File: src/rtl/mac_dot_sequencer_if.sv
// Handshake and data bundle between the dot-product sequencer, its command source,
// operand buffer, MAC lane and result consumer. master = sequencer side.
interface mac_dot_sequencer_if #(
  parameter int WIDTH  = 16,
  parameter int LEN_W  = 8,
  parameter int ADDR_W = 8
);
  logic                 cmd_valid;
  logic                 cmd_ready;
  logic [LEN_W-1:0]     cmd_len;
  logic [ADDR_W-1:0]    cmd_base;
  logic [WIDTH-1:0]     cmd_bias;
  logic                 rd_en;
  logic [ADDR_W-1:0]    rd_addr;
  logic [WIDTH-1:0]     rd_a;
  logic [WIDTH-1:0]     rd_b;
  logic                 mac_start;
  logic [WIDTH-1:0]     mac_a;
  logic [WIDTH-1:0]     mac_b;
  logic [2*WIDTH-1:0]   mac_acc_in;
  logic [2*WIDTH-1:0]   mac_acc_out;
  logic                 mac_valid;
  logic                 res_valid;
  logic                 res_ready;
  logic [WIDTH-1:0]     res_data;
  logic                 res_sat;
  logic                 res_err;

  modport master (
    input  cmd_valid, cmd_len, cmd_base, cmd_bias,
    output cmd_ready,
    output rd_en, rd_addr,
    input  rd_a, rd_b,
    output mac_start, mac_a, mac_b, mac_acc_in,
    input  mac_acc_out, mac_valid,
    output res_valid, res_data, res_sat, res_err,
    input  res_ready
  );

  modport slave (
    output cmd_valid, cmd_len, cmd_base, cmd_bias,
    input  cmd_ready,
    input  rd_en, rd_addr,
    output rd_a, rd_b,
    input  mac_start, mac_a, mac_b, mac_acc_in,
    output mac_acc_out, mac_valid,
    input  res_valid, res_data, res_sat, res_err,
    output res_ready
  );
endinterface

File: src/rtl/mac_dot_sequencer.sv
// Sequences one MAC per element pair with a single MAC in flight, then saturates the Q21.10 sum to Q5.10.
// 6 cycles per element with a 4-stage MAC; command held off while busy, result held until res_ready.
module mac_dot_sequencer #(
  parameter int WIDTH   = 16,
  parameter int LEN_W   = 8,
  parameter int ADDR_W  = 8,
  parameter int TIMEOUT = 15
) (
  input  logic                clk,
  input  logic                rst,
  mac_dot_sequencer_if.master bus
);
  localparam int ACC_W = 2 * WIDTH;
  localparam int TMO_W = $clog2(TIMEOUT + 1);
  localparam logic signed [ACC_W-1:0] SAT_MAX = ACC_W'((2 ** (WIDTH - 1)) - 1);
  localparam logic signed [ACC_W-1:0] SAT_MIN = ACC_W'(-(2 ** (WIDTH - 1)));

  typedef enum logic [2:0] {S_IDLE, S_FETCH, S_ISSUE, S_WAIT, S_DONE} state_t;

  state_t                   state_q, state_d;
  logic signed [ACC_W-1:0]  acc_q, acc_d;
  logic [LEN_W-1:0]         idx_q, idx_d;
  logic [LEN_W-1:0]         len_q, len_d;
  logic [ADDR_W-1:0]        base_q, base_d;
  logic [TMO_W-1:0]         tmo_q, tmo_d;
  logic                     err_q, err_d;
  logic [WIDTH-1:0]         sat_data;
  logic                     sat_flag;

  always_ff @(posedge clk or posedge rst) begin
    if (rst) state_q <= S_IDLE;
    else     state_q <= state_d;
  end

  always_ff @(posedge clk or posedge rst) begin
    if (rst) begin
      acc_q  <= '0;
      idx_q  <= '0;
      len_q  <= '0;
      base_q <= '0;
      tmo_q  <= '0;
      err_q  <= 1'b0;
    end else begin
      acc_q  <= acc_d;
      idx_q  <= idx_d;
      len_q  <= len_d;
      base_q <= base_d;
      tmo_q  <= tmo_d;
      err_q  <= err_d;
    end
  end

  always_comb begin
    state_d = state_q;
    acc_d   = acc_q;
    idx_d   = idx_q;
    len_d   = len_q;
    base_d  = base_q;
    tmo_d   = tmo_q;
    err_d   = err_q;
    case (state_q)
      S_IDLE: begin
        if (bus.cmd_valid) begin
          acc_d   = ACC_W'($signed(bus.cmd_bias));
          idx_d   = '0;
          len_d   = bus.cmd_len;
          base_d  = bus.cmd_base;
          err_d   = 1'b0;
          state_d = (bus.cmd_len == '0) ? S_DONE : S_FETCH;
        end
      end
      S_FETCH: state_d = S_ISSUE;
      S_ISSUE: begin
        tmo_d   = '0;
        state_d = S_WAIT;
      end
      S_WAIT: begin
        // Only one MAC is ever outstanding, so acc_out can go straight back as the next acc_in.
        if (bus.mac_valid) begin
          acc_d   = $signed(bus.mac_acc_out);
          idx_d   = idx_q + LEN_W'(1);
          state_d = (idx_q == len_q - LEN_W'(1)) ? S_DONE : S_FETCH;
        end else if (tmo_q == TMO_W'(TIMEOUT - 1)) begin
          err_d   = 1'b1;
          state_d = S_DONE;
        end else begin
          tmo_d   = tmo_q + TMO_W'(1);
        end
      end
      S_DONE: begin
        if (bus.res_ready) begin
          err_d   = 1'b0;
          state_d = S_IDLE;
        end
      end
      default: state_d = S_IDLE;
    endcase
  end

  always_comb begin
    sat_data = acc_q[WIDTH-1:0];
    sat_flag = 1'b0;
    if (acc_q > SAT_MAX) begin
      sat_data = SAT_MAX[WIDTH-1:0];
      sat_flag = 1'b1;
    end else if (acc_q < SAT_MIN) begin
      sat_data = SAT_MIN[WIDTH-1:0];
      sat_flag = 1'b1;
    end
  end

  always_comb begin
    bus.cmd_ready  = (state_q == S_IDLE);
    bus.rd_en      = 1'b0;
    bus.rd_addr    = '0;
    bus.mac_start  = 1'b0;
    bus.mac_a      = '0;
    bus.mac_b      = '0;
    bus.mac_acc_in = '0;
    bus.res_valid  = 1'b0;
    bus.res_data   = '0;
    bus.res_sat    = 1'b0;
    bus.res_err    = 1'b0;
    case (state_q)
      S_FETCH: begin
        bus.rd_en   = 1'b1;
        bus.rd_addr = base_q + ADDR_W'(idx_q);
      end
      S_ISSUE: begin
        bus.mac_start  = 1'b1;
        bus.mac_a      = bus.rd_a;
        bus.mac_b      = bus.rd_b;
        bus.mac_acc_in = acc_q;
      end
      S_DONE: begin
        bus.res_valid = 1'b1;
        bus.res_err   = err_q;
        bus.res_data  = err_q ? '0 : sat_data;
        bus.res_sat   = err_q ? 1'b0 : sat_flag;
      end
      default: ;
    endcase
  end
endmodule

File: src/flat_wrapper.sv
// flat-port wrapper written by rule: the top's interface ports become plain ports
module mac_dot_sequencer_flat 
#(
  parameter int WIDTH   = 16,
  parameter int LEN_W   = 8,
  parameter int ADDR_W  = 8,
  parameter int TIMEOUT = 15
)
  (clk, rst, bus_cmd_valid, bus_cmd_len, bus_cmd_base, bus_cmd_bias, bus_cmd_ready, bus_rd_en, bus_rd_addr, bus_rd_a, bus_rd_b, bus_mac_start, bus_mac_a, bus_mac_b, bus_mac_acc_in, bus_mac_acc_out, bus_mac_valid, bus_res_valid, bus_res_data, bus_res_sat, bus_res_err, bus_res_ready);
  mac_dot_sequencer_if #(.WIDTH(WIDTH), .LEN_W(LEN_W), .ADDR_W(ADDR_W)) bus_i ();
  input  logic clk;
  input  logic rst;
  input wire logic [$bits(bus_i.cmd_valid)-1:0] bus_cmd_valid;
  input wire logic [$bits(bus_i.cmd_len)-1:0] bus_cmd_len;
  input wire logic [$bits(bus_i.cmd_base)-1:0] bus_cmd_base;
  input wire logic [$bits(bus_i.cmd_bias)-1:0] bus_cmd_bias;
  output wire logic [$bits(bus_i.cmd_ready)-1:0] bus_cmd_ready;
  output wire logic [$bits(bus_i.rd_en)-1:0] bus_rd_en;
  output wire logic [$bits(bus_i.rd_addr)-1:0] bus_rd_addr;
  input wire logic [$bits(bus_i.rd_a)-1:0] bus_rd_a;
  input wire logic [$bits(bus_i.rd_b)-1:0] bus_rd_b;
  output wire logic [$bits(bus_i.mac_start)-1:0] bus_mac_start;
  output wire logic [$bits(bus_i.mac_a)-1:0] bus_mac_a;
  output wire logic [$bits(bus_i.mac_b)-1:0] bus_mac_b;
  output wire logic [$bits(bus_i.mac_acc_in)-1:0] bus_mac_acc_in;
  input wire logic [$bits(bus_i.mac_acc_out)-1:0] bus_mac_acc_out;
  input wire logic [$bits(bus_i.mac_valid)-1:0] bus_mac_valid;
  output wire logic [$bits(bus_i.res_valid)-1:0] bus_res_valid;
  output wire logic [$bits(bus_i.res_data)-1:0] bus_res_data;
  output wire logic [$bits(bus_i.res_sat)-1:0] bus_res_sat;
  output wire logic [$bits(bus_i.res_err)-1:0] bus_res_err;
  input wire logic [$bits(bus_i.res_ready)-1:0] bus_res_ready;
  assign bus_i.cmd_valid = bus_cmd_valid;
  assign bus_i.cmd_len = bus_cmd_len;
  assign bus_i.cmd_base = bus_cmd_base;
  assign bus_i.cmd_bias = bus_cmd_bias;
  assign bus_cmd_ready = bus_i.cmd_ready;
  assign bus_rd_en = bus_i.rd_en;
  assign bus_rd_addr = bus_i.rd_addr;
  assign bus_i.rd_a = bus_rd_a;
  assign bus_i.rd_b = bus_rd_b;
  assign bus_mac_start = bus_i.mac_start;
  assign bus_mac_a = bus_i.mac_a;
  assign bus_mac_b = bus_i.mac_b;
  assign bus_mac_acc_in = bus_i.mac_acc_in;
  assign bus_i.mac_acc_out = bus_mac_acc_out;
  assign bus_i.mac_valid = bus_mac_valid;
  assign bus_res_valid = bus_i.res_valid;
  assign bus_res_data = bus_i.res_data;
  assign bus_res_sat = bus_i.res_sat;
  assign bus_res_err = bus_i.res_err;
  assign bus_i.res_ready = bus_res_ready;
  mac_dot_sequencer #(.WIDTH(WIDTH), .LEN_W(LEN_W), .ADDR_W(ADDR_W), .TIMEOUT(TIMEOUT)) u_core (.clk(clk), .rst(rst), .bus(bus_i));
endmodule
File: config.mk
export PLATFORM = sky130hd
export DESIGN_NAME = mac_dot_sequencer_flat
export DESIGN_NICKNAME = d
export VERILOG_FILES = /design/src/rtl/mac_dot_sequencer_if.sv /design/src/rtl/mac_dot_sequencer.sv /design/src/flat_wrapper.sv
export SDC_FILE = /design/constraint.sdc
export NUM_CORES = 1
export LEC_CHECK = 0
export ABC_AREA = 1
export BUFFER_PORTS_ARGS = -buffer_cell sky130_fd_sc_hd__clkbuf_2
export CAP_MARGIN = 20
export CORE_ASPECT_RATIO = 1.75
export CORE_UTILIZATION = 51
export DETAILED_ROUTE_END_ITERATION = 10
export PLACE_DENSITY = 0.86
export SLEW_MARGIN = 30
export SYNTH_ARGS = -nofsm -noshare
export SYNTH_HDL_FRONTEND = slang
export SYNTH_SLANG_ARGS = --single-unit
File: constraint.sdc
create_clock -name clk -period 4.9 [get_ports clk]
set_input_delay 0 -clock clk [delete_from_list [all_inputs] [get_ports clk]]
set_output_delay 0 -clock clk [all_outputs]
set_load 0.02 [all_outputs]
[Word-level counts from Yosys, hierarchy flattened]
Index checks and enable logic that the tools add are counted.
Storage, ports and cells
  bits in registers: 64
  bits of input ports: 101
  output and inout port bits: 94
  word-level logic and storage cells: 73
Cells by class
  add/sub/neg operators: 4
  $lt $le $gt $ge: 2
  eq/ne operators: 13
  mux-type cells: 37
  reduce and logical (&&, ||, !) cells: 10
Operator list (count)
  $mux W16: 6
  $mux W32: 3
  $pmux W32 S2: 1
  $gt A32 B16 Y1 const B: 1
  $lt A32 B16 Y1 const B: 1
  $mux W8: 3
  $mux W3: 6
  $pmux W8 S2: 1
  $pmux W3 S5: 1
  $mux W1: 12
  $ne A2 B2 Y1 const B: 5
  $reduce_and A3 Y1: 3
  $add A8 B1 Y8 const B: 1
  $add A8 B8 Y8: 1
  $eq A8 B8 Y1: 1
  $logic_not A8 Y1: 1
  $mux W4: 2
  $pmux W4 S2: 1
  $sub A8 B1 Y8 const B: 1
  $eq A3 B2 Y1 const B: 2
  $reduce_and A5 Y1: 1
  $add A4 B1 Y4 const B: 1
  $eq A4 B4 Y1 const B: 1
  $reduce_bool A2 Y1: 2
  8 further kinds: 8

[Depth between registers and ports, before layout]
  depth after elaboration: 5
  gate-level depth with buffers: 15

[Least setup slack after synthesis]
OpenSTA, ideal clock, no wires.
  path type: register -> output
  start: reg u_core.idx_q[0]
  end: out bus_rd_addr[6]
  arrival time: 1.752 ns
  required time: 4.900 ns
  path slack: 3.148 ns
  stages on the path, launching flop included: 10
  path buffers: 0
  cell sequence: dfrtp_1 -> ha_1 -> fa_1 -> nand3_1 -> nand3_1 -> nand2_1 -> nand2_1 -> a21oi_1 -> xor2_1 -> nor2_1
On the way
  cells in the longest elaborated chain, start to end: 2
Ends and longest elaborated chain
  start, declared: RTL line mac_dot_sequencer.sv:22  | logic [LEN_W-1:0] idx_q, idx_d;
  start signal, assigned: RTL line mac_dot_sequencer.sv:45  | idx_q <= idx_d;
  $add A8 B8 Y8: RTL line mac_dot_sequencer.sv:127  | bus.rd_addr = base_q + ADDR_W'(idx_q);
  $mux W8: RTL line mac_dot_sequencer.sv:124  | case (state_q)
  end, declared: RTL line flat_wrapper.sv:19  | output wire logic [$bits(bus_i.rd_addr)-1:0] bus_rd_addr;
Every way passes these cells.

[Final worst setup path]
  start: reg u_core.state_q[2]
  end: out bus_mac_b[7]
On the way
  cells in the longest elaborated chain, start to end: 2
Ends and longest elaborated chain
  start, declared: RTL line mac_dot_sequencer.sv:20  | state_t state_q, state_d;
  start signal, assigned: RTL line mac_dot_sequencer.sv:32  | else state_q <= state_d;
  $eq A3 B2 Y1: RTL line mac_dot_sequencer.sv:124
  $mux W16: RTL line mac_dot_sequencer.sv:124
  end, declared: RTL line flat_wrapper.sv:24  | output wire logic [$bits(bus_i.mac_b)-1:0] bus_mac_b;
Every way passes these cells.

==> results.sh <==
export IMPL_status="completed"
export IMPL_yosys_area_top_type_share_pct=38.4
export IMPL_post_drt_wl_per_cell_um=14.8
export IMPL_start_kind="register"
export IMPL_critPathMaxFanout=66
export IMPL_yosysMostFrequentCell="nand2_1"
export IMPL_synth_edff_count=0
export IMPL_rsz0062_at_grt="no"
export IMPL_synth_nets=723
export IMPL_timing_final_crit_share_pct=54.0
export IMPL_critPathRequiredTime_ns=4.90
export IMPL_syn_area_per_cell_um2=6.84
export IMPL_setup_tns_ns=0
export IMPL_area_growth_pct=46.6
export IMPL_power_switching_w=0.00177
export IMPL_num_nets_final=970
export IMPL_maxCapViolCount=0
export IMPL_port_buffers=194
export IMPL_dp_hpwl_um=9550
export IMPL_htreeDepth=3
export IMPL_p_int_w=0.00194
export IMPL_num_rows=43
export IMPL_grt_pass1_wl_um=22100
export IMPL_max_freq_ghz=0.378
export IMPL_vias=5073
export IMPL_crit_chain="nor3_2 -> clkinv_2 -> nor2_1 -> clkbuf_2"
export IMPL_tightestPinTransition_ns=0.910
export IMPL_clk_latency_ns=0.33
export IMPL_ios=195
export IMPL_synthTopCellsByArea="dfrtp_1 38%, nand2_1 13%, inv_1 9.2%"
export IMPL_power_density_nw_per_um2=608
export IMPL_die_h_um=122
export IMPL_ys_warn_count=0
export IMPL_ys_seq_area_share_pct=38.4
export IMPL_synth_cell_types=33
export IMPL_synth_common_cells="149 x nand2_1, 102 x inv_1, 102 x nor2_1, 64 x dfrtp_1, 30 x a21oi_1"
export IMPL_synth_top_area_cell="dfrtp_1"
export IMPL_die_area_um2=8570
export IMPL_drc=0
export IMPL_grt_usage_pct=33.1
export IMPL_syn_inst=610
export IMPL_hold_class="primary input to register"
export IMPL_swShare_pct=47.7
export IMPL_syn_area_um2=4180
export IMPL_grt_max_degree=67
export IMPL_leakage_nw=3.48
export IMPL_drv_slew=0
export IMPL_combPwrFrac_pct=55.6
export IMPL_cts_tree="built"
export IMPL_ys_seq_elements=64
export IMPL_finalSetupViolations=0
export IMPL_fillers=567
export IMPL_drtPass1Iterations=5
export IMPL_start_util_pct=52.8
export IMPL_gp_congestion=0.884
export IMPL_cpPeakStageDelay_ns=0.72
export IMPL_antenna_found_initial=0
export IMPL_cts_max_path_buffers=2
export IMPL_overflow=0
export IMPL_layout_drive_gt1_share_pct=27.1
export IMPL_grt_pass1_vias=4931
export IMPL_post_route_util_pct=77.4
export IMPL_worstSetupPathType="register to output pin"
export IMPL_finalHoldViolations=0
export IMPL_p_clk_share_pct=18.4
export IMPL_r2r_slack_ns=2.27
export IMPL_slew_headroom_pct=38.9
export IMPL_synthArstFlopShare_pct=100
export IMPL_synthFlopType="dfrtp_1"
export IMPL_clock_root_buffer="clkbuf_16"
export IMPL_via_per_inst=5.33
export IMPL_antenna_cells=0
export IMPL_fin_skew_ns=0.00829
export IMPL_vdd_ir_drop_max_uv=348
export IMPL_coreArea_um2=7910
export IMPL_p_total_w=0.00372
export IMPL_period_needed_ns=2.65
export IMPL_wl_um=14100
export IMPL_cts_made_buffers=9
export IMPL_crit_slowest_cell="clkinv_2"
export IMPL_path_clk_slew_ns=0.05
export IMPL_endpoint_kind="output pin"
export IMPL_p_seq_share_pct=26.0
export IMPL_antenna_left=0
export IMPL_clock_sinks=64
export IMPL_die_x_um=70.4
export IMPL_arrival_ns=2.65
export IMPL_drt_iter0_drc=415
repair_timing:
item,4_1_cts,5_1_grt
resized for setup,0,0
setup buffers,0,0
endpoints found under the hold margin,112,0
hold buffers,64,0
flip-flops by register name, summed over array words and instances, names as in the netlist:
| register | cells |
|---|---|
| u_core.err_q | 1 |
| u_core.base_q | 8 |
| u_core.len_q | 8 |
| u_core.idx_q | 8 |
| u_core.tmo_q | 4 |
| u_core.state_q | 3 |
| u_core.acc_q | 32 |
cell type report:
class | count | area [µm²] | share of cell area [%]
inverter | 108 | 409 | 6.69
timing repair buffer | 259 | 1620 | 26.5
clock buffer | 11 | 243 | 3.97
clock inverter | 5 | 80.1 | 1.31
multi-input combinational | 415 | 2050 | 33.6
tap | 90 | 113 | 1.84
sequential | 64 | 1600 | 26.2
final timing paths:
check                             startpoint           endpoint  depth (start not counted)
max                        u_core.state_q[2]       bus_mac_b[7]                          4
min                            bus_res_ready  u_core.state_q[2]                          3
max reg2reg                u_core.state_q[1]   u_core.acc_q[12]                          8
min reg2reg                 u_core.base_q[5]   u_core.base_q[5]                          2
max in group asynchronous                rst    u_core.tmo_q[3]                          4
min in group asynchronous                rst   u_core.base_q[1]                          4
logic make-up after synthesis:
| kind of cell | after synthesis | synth area share (%) |
|---|---|---|
| compound gates | 89 | 12.3 |
| fa+ha+maj | 12 | 3.78 |
| xor+xnor | 9 | 1.89 |
| simple gates | 305 | 31.1 |
| flops | 64 | 38.4 |
| buf+inv | 131 | 12.5 |
placed cells by master (no fill, tap or decap), types with 4 or more instances in the layout:
| master | n |
|---|---|
| a31oi_1 | 15 |
| xor2_1 | 5 |
| dfrtp_1 | 64 |
| dlygate4sd3_1 | 64 |
| o21ai_0 | 22 |
| nand4_1 | 5 |
| a21oi_1 | 30 |
| inv_1 | 100 |
| clkbuf_2 | 194 |
| nor2_2 | 4 |
| o211ai_1 | 18 |
| ha_1 | 11 |
| nor3_1 | 9 |
| nor2_1 | 102 |
| inv_2 | 6 |
| nor4_1 | 8 |
| nand2_1 | 149 |
| clkbuf_16 | 9 |
| nand3_1 | 16 |
| xnor2_1 | 4 |
worst max-delay path: cells and delay by family (launching register included):
family | cells | cell delay (ns)
DFF | 1 | 0.46
and+or+nand+nor | 2 | 0.88
buffers and inverters | 2 | 0.96
metrics by stage:
| stage | hold WS, ns | area (µm²) | cells | setup slack [ns] |
|---|---|---|---|---|
| after floorplan | 0.110 | 4180 | 610 | 3.15 |
| after global placement | 0.197 | 5150 | 872 | 2.73 |
| after detailed placement | 0.203 | 5150 | 872 | 2.62 |
| after CTS | 0.00615 | 6110 | 952 | 2.37 |
| after global routing | 0.0525 | 6120 | 952 | 2.11 |
| final | 0.0239 | 6120 | 952 | 2.25 |
power by group through the flow:
stage / Sequential [W] / Combinational (W) / Clock (W)
global placement: 0.000949 / 0.00179 / 0
detailed placement: 0.000959 / 0.00184 / 0
finish: 0.000966 / 0.00207 / 0.000684
floorplan: 0.000904 / 0.00138 / 0
CTS: 0.000954 / 0.00202 / 0.000691
global route: 0.000990 / 0.00229 / 0.000713
metal layers:
layer  up-vias  GRT usage, %  routed length (µm)
met1      2344          32.5                4620
met3        70          5.79                 885
met2       247          60.8                7670
li1       2412             -                   -
met5         -             0                   0
met4         0          24.1                 894
Power figures use the tool's default switching activity.
